File: config.mk
export PLATFORM = sky130hd
export DESIGN_NAME = ps2_key_tracker
export DESIGN_NICKNAME = d
export VERILOG_FILES = /design/src/rtl/ps2_pkg.sv /design/src/rtl/ps2_key_lookup.sv /design/src/rtl/ps2_key_tracker.sv
export SDC_FILE = /design/constraint.sdc
export NUM_CORES = 1
export LEC_CHECK = 0
export CAP_MARGIN = 20
export CORE_UTILIZATION = 41
export DETAILED_ROUTE_END_ITERATION = 8
export GPL_ROUTABILITY_DRIVEN = 0
export SETUP_SLACK_MARGIN = 0.3
export SKIP_LAST_GASP = 1
export SLEW_MARGIN = 20
export SYNTH_ARGS = -nofsm -noshare
export SYNTH_HDL_FRONTEND = slang
export SYNTH_SLANG_ARGS = --single-unit
File: constraint.sdc
create_clock -name clk -period 2.8 [get_ports clk]
set_input_delay 0.42 -clock clk [delete_from_list [all_inputs] [get_ports clk]]
set_output_delay 0.42 -clock clk [all_outputs]
set_load 0.005 [all_outputs]
File: src/rtl/ps2_pkg.sv
// Shared PS/2 set-2 constants, FSM states and the game key table.
// Imported by the key tracker and the key lookup.
package ps2_pkg;

  typedef enum logic [1:0] {
    IDLE,
    EXT,
    BRK,
    EXT_BRK
  } ps2_state_t;

  localparam logic [7:0] PS2_EXT    = 8'hE0;
  localparam logic [7:0] PS2_BRK    = 8'hF0;
  localparam logic [7:0] PS2_OVR_LO = 8'h00;
  localparam logic [7:0] PS2_OVR_HI = 8'hFF;
  localparam logic [7:0] PS2_BAT    = 8'hAA;
  localparam logic [7:0] PS2_ACK    = 8'hFA;
  localparam logic [7:0] PS2_ECHO   = 8'hEE;
  localparam logic [7:0] PS2_RESEND = 8'hFE;

  localparam int KEY_COUNT = 10;

  localparam int KEY_W     = 0;
  localparam int KEY_S     = 1;
  localparam int KEY_A     = 2;
  localparam int KEY_D     = 3;
  localparam int KEY_UP    = 4;
  localparam int KEY_DOWN  = 5;
  localparam int KEY_LEFT  = 6;
  localparam int KEY_RIGHT = 7;
  localparam int KEY_SPACE = 8;
  localparam int KEY_ESC   = 9;

  typedef struct packed {
    logic [7:0] code;
    logic       ext;
  } key_ent_t;

  localparam key_ent_t KEY_TABLE [KEY_COUNT] = '{
    '{code: 8'h1D, ext: 1'b0},
    '{code: 8'h1B, ext: 1'b0},
    '{code: 8'h1C, ext: 1'b0},
    '{code: 8'h23, ext: 1'b0},
    '{code: 8'h75, ext: 1'b1},
    '{code: 8'h72, ext: 1'b1},
    '{code: 8'h6B, ext: 1'b1},
    '{code: 8'h74, ext: 1'b1},
    '{code: 8'h29, ext: 1'b0},
    '{code: 8'h76, ext: 1'b0}
  };

  function automatic logic is_overrun(input logic [7:0] b);
    return (b == PS2_OVR_LO) || (b == PS2_OVR_HI);
  endfunction

  function automatic logic is_ignored(input logic [7:0] b);
    return (b == PS2_BAT) || (b == PS2_ACK) ||
           (b == PS2_ECHO) || (b == PS2_RESEND);
  endfunction

endpackage

File: src/rtl/ps2_key_lookup.sv
// Combinational scancode + extended flag to game key index.
// Also used by the VGA driver's on-screen help.
module ps2_key_lookup
  import ps2_pkg::*;
(
  input  logic [7:0] code,
  input  logic       ext,
  output logic       hit,
  output logic [3:0] index
);

  always_comb begin
    hit   = 1'b0;
    index = 4'd0;
    for (int i = 0; i < KEY_COUNT; i++) begin
      if (KEY_TABLE[i].code == code &&
          KEY_TABLE[i].ext == ext) begin
        hit   = 1'b1;
        index = 4'(i);
      end
    end
  end

endmodule

File: src/rtl/ps2_key_tracker.sv
// PS/2 set-2 make/break decoder: per-key held levels and press pulses,
// with E0/F0 prefix tracking, typematic suppression and prefix timeout.
module ps2_key_tracker
  import ps2_pkg::*;
#(
  parameter int TIMEOUT_CYCLES = 2_500_000,
  parameter int NKEYS          = 10
) (
  input  logic             clk,
  input  logic             rst_n,
  input  logic [7:0]       kb_data,
  input  logic             kb_valid,
  output logic [NKEYS-1:0] keys_held,
  output logic [NKEYS-1:0] keys_press,
  output logic [7:0]       last_code,
  output logic             last_ext,
  output logic             timeout
);

  localparam int CW = (TIMEOUT_CYCLES > 2) ?
                      $clog2(TIMEOUT_CYCLES) : 1;
  localparam logic [CW-1:0] CNT_LAST = CW'(TIMEOUT_CYCLES - 1);

  ps2_state_t    state, state_nxt;
  logic [CW-1:0] cnt, cnt_nxt;

  logic do_make;
  logic do_break;
  logic do_clear;
  logic do_upd;
  logic do_tmo;
  logic code_ext;

  logic       key_hit;
  logic [3:0] key_idx;

  logic [NKEYS-1:0] held_nxt;
  logic [NKEYS-1:0] press_nxt;

  assign code_ext = (state == EXT) || (state == EXT_BRK);

  ps2_key_lookup u_lookup (
    .code  (kb_data),
    .ext   (code_ext),
    .hit   (key_hit),
    .index (key_idx)
  );

  always_ff @(posedge clk or negedge rst_n) begin
    if (!rst_n) begin
      state <= IDLE;
      cnt   <= '0;
    end else begin
      state <= state_nxt;
      cnt   <= cnt_nxt;
    end
  end

  always_comb begin
    state_nxt = state;
    cnt_nxt   = cnt;
    do_make   = 1'b0;
    do_break  = 1'b0;
    do_clear  = 1'b0;
    do_upd    = 1'b0;
    do_tmo    = 1'b0;
    if (kb_valid) begin
      cnt_nxt = '0;
      unique case (state)
        IDLE: begin
          unique case (1'b1)
            (kb_data == PS2_EXT): state_nxt = EXT;
            (kb_data == PS2_BRK): state_nxt = BRK;
            is_overrun(kb_data): begin
              do_clear = 1'b1;
              do_upd   = 1'b1;
            end
            is_ignored(kb_data): ;
            default: begin
              do_make = 1'b1;
              do_upd  = 1'b1;
            end
          endcase
        end
        EXT: begin
          unique case (1'b1)
            (kb_data == PS2_BRK): state_nxt = EXT_BRK;
            (kb_data == PS2_EXT): state_nxt = EXT;
            default: begin
              do_make   = 1'b1;
              do_upd    = 1'b1;
              state_nxt = IDLE;
            end
          endcase
        end
        BRK, EXT_BRK: begin
          unique case (1'b1)
            (kb_data == PS2_BRK): state_nxt = state;
            (kb_data == PS2_EXT): state_nxt = EXT;
            default: begin
              do_break  = 1'b1;
              do_upd    = 1'b1;
              state_nxt = IDLE;
            end
          endcase
        end
        default: state_nxt = IDLE;
      endcase
    end else if (state != IDLE) begin
      // An arriving byte always beats an expiring prefix.
      if (cnt == CNT_LAST) begin
        state_nxt = IDLE;
        cnt_nxt   = '0;
        do_tmo    = 1'b1;
      end else begin
        cnt_nxt = cnt + 1'b1;
      end
    end
  end

  always_comb begin
    held_nxt  = keys_held;
    press_nxt = '0;
    if (do_clear) begin
      held_nxt = '0;
    end
    if (do_make && key_hit && !keys_held[key_idx]) begin
      held_nxt[key_idx]  = 1'b1;
      press_nxt[key_idx] = 1'b1;
    end
    if (do_break && key_hit) begin
      held_nxt[key_idx] = 1'b0;
    end
  end

  always_ff @(posedge clk or negedge rst_n) begin
    if (!rst_n) begin
      keys_held  <= '0;
      keys_press <= '0;
      last_code  <= 8'h00;
      last_ext   <= 1'b0;
      timeout    <= 1'b0;
    end else begin
      keys_held  <= held_nxt;
      keys_press <= press_nxt;
      timeout    <= do_tmo;
      if (do_upd) begin
        last_code <= kb_data;
        last_ext  <= code_ext;
      end
    end
  end

endmodule

==> results by group, run 1 <==
Flow run
  • Max_cap viols: 0

Routing
  • DRT antenna net count: 0
  • Iteration-0 DRC Markers: 164
  • First-pass DRT Iterations: 4
  • WL per Instance: between 15 and 20 µm
  • Routed via count: approximately 2600
  • # DRC: 0
  • Post-DR vias/cell: 5.44
  • DRT Wirelength: 7.45 mm

Power and ir drop
  • Sw Pwr: 0.381 mW
  • Gate power share: 12.1%
  • Clock power share: 35.4%
  • Power Density: just under 400 nW/µm²
  • Worst ir drop on vdd: 0.000215 V
  • Total power: 1.54 mW
  • Sequential share of power: a little over half
  • Switching power share of the total: around a quarter
  • Int Pwr: around 1.2 mW
  • Leakage: 1.65 nW

Floorplanning
  • I/O pin count: 41
  • Die Wd: 87.4 µm
  • Die ar.: 7640 µm²
  • Area of the core: between 6000 and 7000 µm²
  • Rows: 30
  • Die H: 87.4 µm
  • Initial Utilization: a little over two fifths

Critical path
  • Worst EP required: about 3000 ps
  • Critical path startpoint category: primary input
  • Worst r2r dst: keys_held[2]
  • Crit Path Max Fanout: 9
  • FF-to-FF Start: state[0]
  • R2R setup slack: about 460 ps
  • Worst Setup SP: kb_data[4]
  • Crit path DAT: 2670 ps
  • Crit Path Class: primary input to flop
  • Critical path endpoint: keys_held[2]
  • FF-to-FF path depth: 6
  • CP endpoint kind: flop

Placed design
  • DP Area: 3700 µm²
  • PortBufs: 40
  • Placement Setup Slack: -52.6 ps
  • Hpwl dp: 5.58 mm

Layout
  • Most frequent cells in the layout: 54 x dfrtp_1, 40 x buf_4, 34 x clkdlybuf4s50_1, 30 x nor2_1, 27 x nand2_1
  • Commonest non-fill, non-tap cell in the layout: dfrtp_1
  • Fillers: 645
  • Antenna Cells: 0
  • Fin util: 56.3%
  • Layout cell share with drive strength beyond 1: approximately a fifth
  • Multi-input logic area: 1540 µm²
  • Final net count: 394
  • Reg area: 1350 µm²
  • Finished Cell Area: 3890 µm²
  • Layout area overhead: 30.1%

Timing
  • Worst slew margin: 54.9%
  • Final hold vios: 0
  • Slew @ Worst Pin: 672 ps
  • Max-slew violations: 0
  • Period utilization: 87.2%
  • RSZ-0062 raised after global routing: yes
  • Final setup viols: 0
  • Fmax: a little over 400 MHz
  • Hold slack: around 65 ps
  • Fin Clk Skew: between 10 and 15 ps
  • Final setup margin: 359 ps
  • Post-layout minimum cycle time: 2440 ps

Synth
  • Mapped Avg Cell Area: 9.67 µm²
  • Xor/xnor share of the synthesized area: roughly 5.3%
  • Top FF cell, synth: dfrtp_1
  • Register bit count reported by yosys: 54
  • Post-synth cell types: 64
  • Synth Area in Simple Gates: a little under a third
  • Synth top area cells: dfrtp_1 45%, nor2_1 3.9%, xor2_1 3.8%, nand2_1 3.4%, nand3_1 3.3%
  • EDFF count, synth: 0
  • Mux contribution to synthesized area: 2.26%
  • Share of the synthesized area in the top cell type: 45.2%
  • Post-synthesis sequential area ratio: 45.2%
  • Post-Syn Area: between 2000 and 3000 µm²
  • Synth warnings: 0
  • Synth area leader: dfrtp_1
  • Syn nets: roughly 320
  • Mapped Cells: 309
  • Ys async rst share: 100%
  • Largest family of logic cells by synthesized area: simple AND/OR/NAND/NOR gates
  • Synthesized-area fraction occupied by adder cells: 0.419%
  • Synth Area in Compound Gates: 11.8%

Clock tree
  • Post-CTS Hold Buffers: 0
  • Number of buffers created by CTS: 5
  • H-tree depth: 2
  • CTS tree: yes
  • Clk slew on worst S/H paths: around 100 ps
  • Clk_lat worst skew: 310 ps
  • Clock sink count: 54
  • Deepest clock path buffer count: 2
  • Root Buffer: clkbuf_8

Hold path
  • Hold crit path type: primary input to async pin

GRT
  • Largest net degree at the start of global routing: 35
  • First-pass GRT wire length: 12.3 mm
  • Global route overflow: 0
  • Number of global-route vias before repair: 2458
  • Global-route usage over all layers: 20.9%
  • Initial antenna violation count: 0

Outcome
  • Status: completed
[power by group through the flow]
stage	Clock [mW]	Sequential [mW]	Combinational [mW]
2_1_floorplan	0	0.825	0.0777
3_3_place_gp	0	0.825	0.184
3_5_place_dp	0	0.824	0.185
4_1_cts	0.570	0.810	0.187
5_1_grt	0.600	0.812	0.205
6_report	0.546	0.810	0.186
[how the worst min path moves through the flow]
stage	cells past startpoint	endpoint	start
final	1	keys_held[1]	rst_n
after global routing	1	keys_held[1]	rst_n
after CTS	1	keys_held[7]	rst_n
after detailed placement	1	keys_press[0]	rst_n
after global placement	1	keys_held[1]	rst_n
after floorplan	0	cnt[0]	rst_n
[final cells by class]
cell class / instances / share of cell area [%]
inverters: 13 / 1.25
well taps: 96 / 3.09
flip-flops and latches: 54 / 34.7
repair buffers: 80 / 18.2
clock buffers: 5 / 1.77
clock inverters: 3 / 1.25
multi-input cells: 228 / 39.7
[state kept, by name (all words and copies together) (netlist names)]
register and flops:
state 2, last_code 8, keys_held 10, timeout 1, cnt 22, keys_press 10, last_ext 1
[cell usage after synthesis (all sizes together), types with 3 or more instances]
master / count
nor4b: 4
nand2b: 4
buf: 8
o211ai: 7
nor3: 14
nor2: 31
o21ai: 17
nand3: 21
nor2b: 3
mux2: 6
and4b: 3
inv: 13
xnor2: 5
nor4: 10
a21oi: 5
or4: 4
dfrtp: 54
and3: 4
clkbuf: 6
and4: 4
nand4: 8
xor2: 13
nand2: 27
[stage by stage]
step	instances	setup TNS [ps]
after floorplan	309	0
after global placement	468	0
after detailed placement	468	-199
after CTS	476	0
after global routing	479	0
final	479	0
[layer usage]
metal  global-route usage, %  wire [µm]
met1                    29.9       3610
met2                    32.5       3360
met3                    3.89        362
met4                    5.51        121
met5                       0          0
[critical path: stages]
cell and delay (ps):
clkdlybuf4s50_1 450, or4_4 580, nor4_4 390, a31oi_1 110, a41o_1 230, o21a_2 290, o31ai_2 180
[cell families (layout without fill, tap and decap cells)]
kind of cell | after synthesis | in the layout
adder cells (fa/ha/maj) | 1 | 1
flip-flops | 54 | 54
multiplexers | 6 | 6
AO/OA/AOI/OAI | 50 | 50
AND/OR/NAND/NOR | 153 | 153
buffers and inverters | 27 | 101
XOR/XNOR | 18 | 18
[repair_timing]
| item | CTS | global route |
|---|---|---|
| cloned | 0 | 0 |
| resized for setup | 2 | 10 |
| endpoints found under the hold margin | 0 | 0 |
| pin swaps | 0 | 3 |
| setup buffers | 0 | 3 |
| endpoints found under the setup margin | 3 | 22 |
No activity file was read; power rests on OpenSTA's default activity.
==> run 2: changes to the inputs <==
--- a/config.mk
+++ b/config.mk
@@ -6,6 +6,7 @@
 export NUM_CORES = 1
 export LEC_CHECK = 0
 export CAP_MARGIN = 20
+export CORE_MARGIN = 8
 export CORE_UTILIZATION = 41
 export DETAILED_ROUTE_END_ITERATION = 8
 export GPL_ROUTABILITY_DRIVEN = 0
==> run 2 against run 1 <==
  * Sequential power about the same
  * Largest power group unchanged
  * Non-clock buffer count increased by 15
  * Highest routed layer unchanged
  * First-iteration DRC count increased by 13%
  * Final cell count increased by 3.5%
  * Critical path depth unchanged
  * Register-to-register slack got worse by 60 ps
  * Routed wire length increased by 7.3%
  * Clock power decreased by 5.7%
  * Clock skew decreased by 3.7 ps
  * Critical endpoint is now keys_press[1]
==> results by group, run 2 (synthesis results as in run 1) <==
Floorplanning
  • Initial Utilization: 41.7% (-1.6 points)
  • Rows: 31 (+3.3%)
  • Die Wd: 101 µm (+16%)
  • Die ar.: 10300 µm² (+35%)
  • Die H: 101 µm (+16%)
  • I/O pin count: 41 (unchanged)
  • Area of the core: 7180 µm² (+3.9%)

Timing
  • Hold slack: 33.1 ps (-32.4 ps)
  • Period utilization: 85.7% (-1.5 points)
  • Slew @ Worst Pin: 660 ps (-12.4 ps)
  • Final setup viols: 0 (unchanged)
  • Fmax: 417 MHz (+1.8%)
  • Post-layout minimum cycle time: 2400 ps (-42.0 ps)
  • Fin Clk Skew: 6.96 ps (-3.74 ps)
  • RSZ-0062 raised after global routing: no
  • Final hold vios: 0 (unchanged)
  • Max-slew violations: 0 (unchanged)
  • Worst slew margin: 55.7% (+0.83 points)
  • Final setup margin: 401 ps (+42.0 ps)

Critical path
  • Crit Path Max Fanout: 7 (-2)
  • Delay-heaviest family, CP: simple AND/OR/NAND/NOR gates
  • FF-to-FF Start: state[0]
  • CP endpoint kind: flop
  • R2R setup slack: 400 ps (-60 ps)
  • Worst EP required: 3020 ps (about the same)
  • Worst Setup SP: state[0]
  • CP Depth: 7 (unchanged)
  • Critical Path Most Common Cell: nor4_4
  • FF-to-FF path depth: 7 (+1)
  • Crit path cell chain: or4_4 > nor4_4 > nor2_2 > buf_4 > o2111ai_2 > nand3_4 > nor4_4
  • Buffers & Inverters on Critical Path: 1 (unchanged)
  • Slowest stage delay, CP: 600 ps (+20 ps)
  • Worst path slowest cell: or4_4
  • Crit path DAT: 2620 ps (-50 ps)
  • Crit Path Class: flop to flop
  • Worst r2r dst: keys_press[1]
  • Critical path endpoint: keys_press[1]
  • Critical path startpoint category: flop

Layout
  • Most frequent cells in the layout: 54 x buf_4, 53 x dfrtp_1, 31 x clkdlybuf4s50_1, 30 x nor2_1, 27 x nand2_1
  • Multi-input logic area: 1550 µm² (+0.49%)
  • Reg area: 1350 µm² (about the same)
  • Finished Cell Area: 4020 µm² (+3.2%)
  • Commonest non-fill, non-tap cell in the layout: buf_4
  • Largest register FFs: 22 (unchanged)
  • Layout cell share with drive strength beyond 1: 23.9% (+3.3 points)
  • Largest registers: cnt x22, keys_held x10, keys_press x10
  • Layout area overhead: 34.4%
  • Post-route insts no fill: 496 (+3.5%)
  • Largest Register: cnt
  • Fillers: 645 (unchanged)
  • Antenna Cells: 0 (unchanged)
  • Fin util: 56.0% (-0.35 points)
  • Final net count: 409 (+3.8%)

Placed design
  • Hpwl dp: 5.90 mm (+5.8%)
  • Placement Setup Slack: -49.7 ps (+2.93 ps)
  • Placed Instances: 479 (+2.4%)
  • PortBufs: 40 (unchanged)
  • DP Area: 3770 µm² (+1.7%)

Routing
  • Post-DR vias/cell: 5.34 (-1.8%)
  • DRT Wirelength: 7.99 mm (+7.3%)
  • Highest Signal Layer: met4
  • First-pass DRT Iterations: 4 (unchanged)
  • Routed via count: 2648 (+1.7%)
  • DRT antenna net count: 0 (unchanged)
  • Met1 WL: 3.98 mm (+10%)
  • Met2 wire len: 3.47 mm (+3.4%)
  • Iteration-0 DRC Markers: 186 (+13%)
  • # DRC: 0 (unchanged)
  • WL per Instance: 16.1 µm (+3.7%)
  • Met3 WL: 457 µm (+26%)

Power and ir drop
  • Leakage: 1.76 nW (+6.6%)
  • Int Pwr: 1.16 mW (unchanged)
  • Worst ir drop on vdd: 0.000180 V (-16%)
  • Sequential share of power: 53.1% (+0.6 points)
  • Switching power share of the total: 23.9% (-0.81 points)
  • Sw Pwr: 0.365 mW (-4.3%)
  • Clock power share: 33.7% (-1.7 points)
  • Power Density: 380 nW/µm² (-4.2%)
  • Gate power share: 13.2% (+1.1 points)

Clock tree
  • Clk_lat worst skew: 300 ps (about the same)
  • Clk slew on worst S/H paths: 100 ps (about the same)
  • H-tree depth: 2 (unchanged)
  • Deepest clock path buffer count: 2 (unchanged)
  • CTS tree: yes
  • Clock sink count: 54 (unchanged)
  • Number of buffers created by CTS: 5 (unchanged)
  • Root Buffer: clkbuf_8

GRT
  • Global-route usage over all layers: 15.9% (-5.0 points)
  • Initial antenna violation count: 0 (unchanged)
  • First-pass GRT wire length: 13.1 mm (+6.0%)
  • Global route overflow: 0 (unchanged)
  • Number of global-route vias before repair: 2647 (+7.7%)
  • Largest net degree at the start of global routing: 40 (+14%)

Outcome
  • Status: completed

Flow run
  • Max_cap viols: 0 (unchanged)

Hold path
  • Hold crit path type: primary input to async pin
## run 2: how the worst min path moves through the flow
stage | to | slack [ps] | startpoint
floorplan | cnt[0] | 120 | rst_n
global placement | keys_press[0] | 370 | rst_n
detailed placement | keys_held[0] | 370 | rst_n
CTS | last_code[5] | 30 | rst_n
global route | last_code[5] | 40 | rst_n
finish | keys_press[0] | 30 | rst_n
## run 2: cell type report
type,count,share of cell area (%)
well taps,99,3.08
flip-flops and latches,54,33.7
clock buffers,5,1.71
multi-input cells,228,38.6
inverters,13,1.21
repair buffers,95,20.7
clock inverters,2,0.966
## run 2: routing by layer
| metal | GRT usage [%] | vias to the layer above |
|---|---|---|
| met4 | 4.47 | 0 |
| met2 | 23.8 | 76 |
| met1 | 22.2 | 1265 |
| met5 | 0 | - |
| li1 | - | 1300 |
| met3 | 3.92 | 7 |
## run 2: worst reg2reg max path, stage by stage (launching register included)
cell and delay [ps]:
dfrtp_2 470, or4_4 600, nor4_4 420, nor2_2 90, buf_4 150, o2111ai_2 110, nand3_4 180, nor4_4 300
## run 2: repair_timing
action,4_1_cts,5_1_grt
pin swaps,0,7
hold buffers,0,0
buffers inserted,0,10
endpoints found under the setup margin,4,17
gates resized for setup,2,17
## run 2: stage by stage
| step | TNS [ps] | total power [mW] |
|---|---|---|
| after global placement | -3.19 | 1.02 |
| after floorplan | 0 | 0.903 |
| after CTS | 0 | 1.54 |
| after detailed placement | -155 | 1.02 |
| after global routing | 0 | 1.60 |
| final | 0 | 1.53 |
## run 2: power by group through the flow
stage	clock [mW]	combinational [mW]	sequential, mW
floorplan	0	0.0777	0.825
global placement	0	0.192	0.826
detailed placement	0	0.194	0.826
CTS	0.536	0.196	0.811
global route	0.570	0.220	0.814
finish	0.515	0.201	0.811
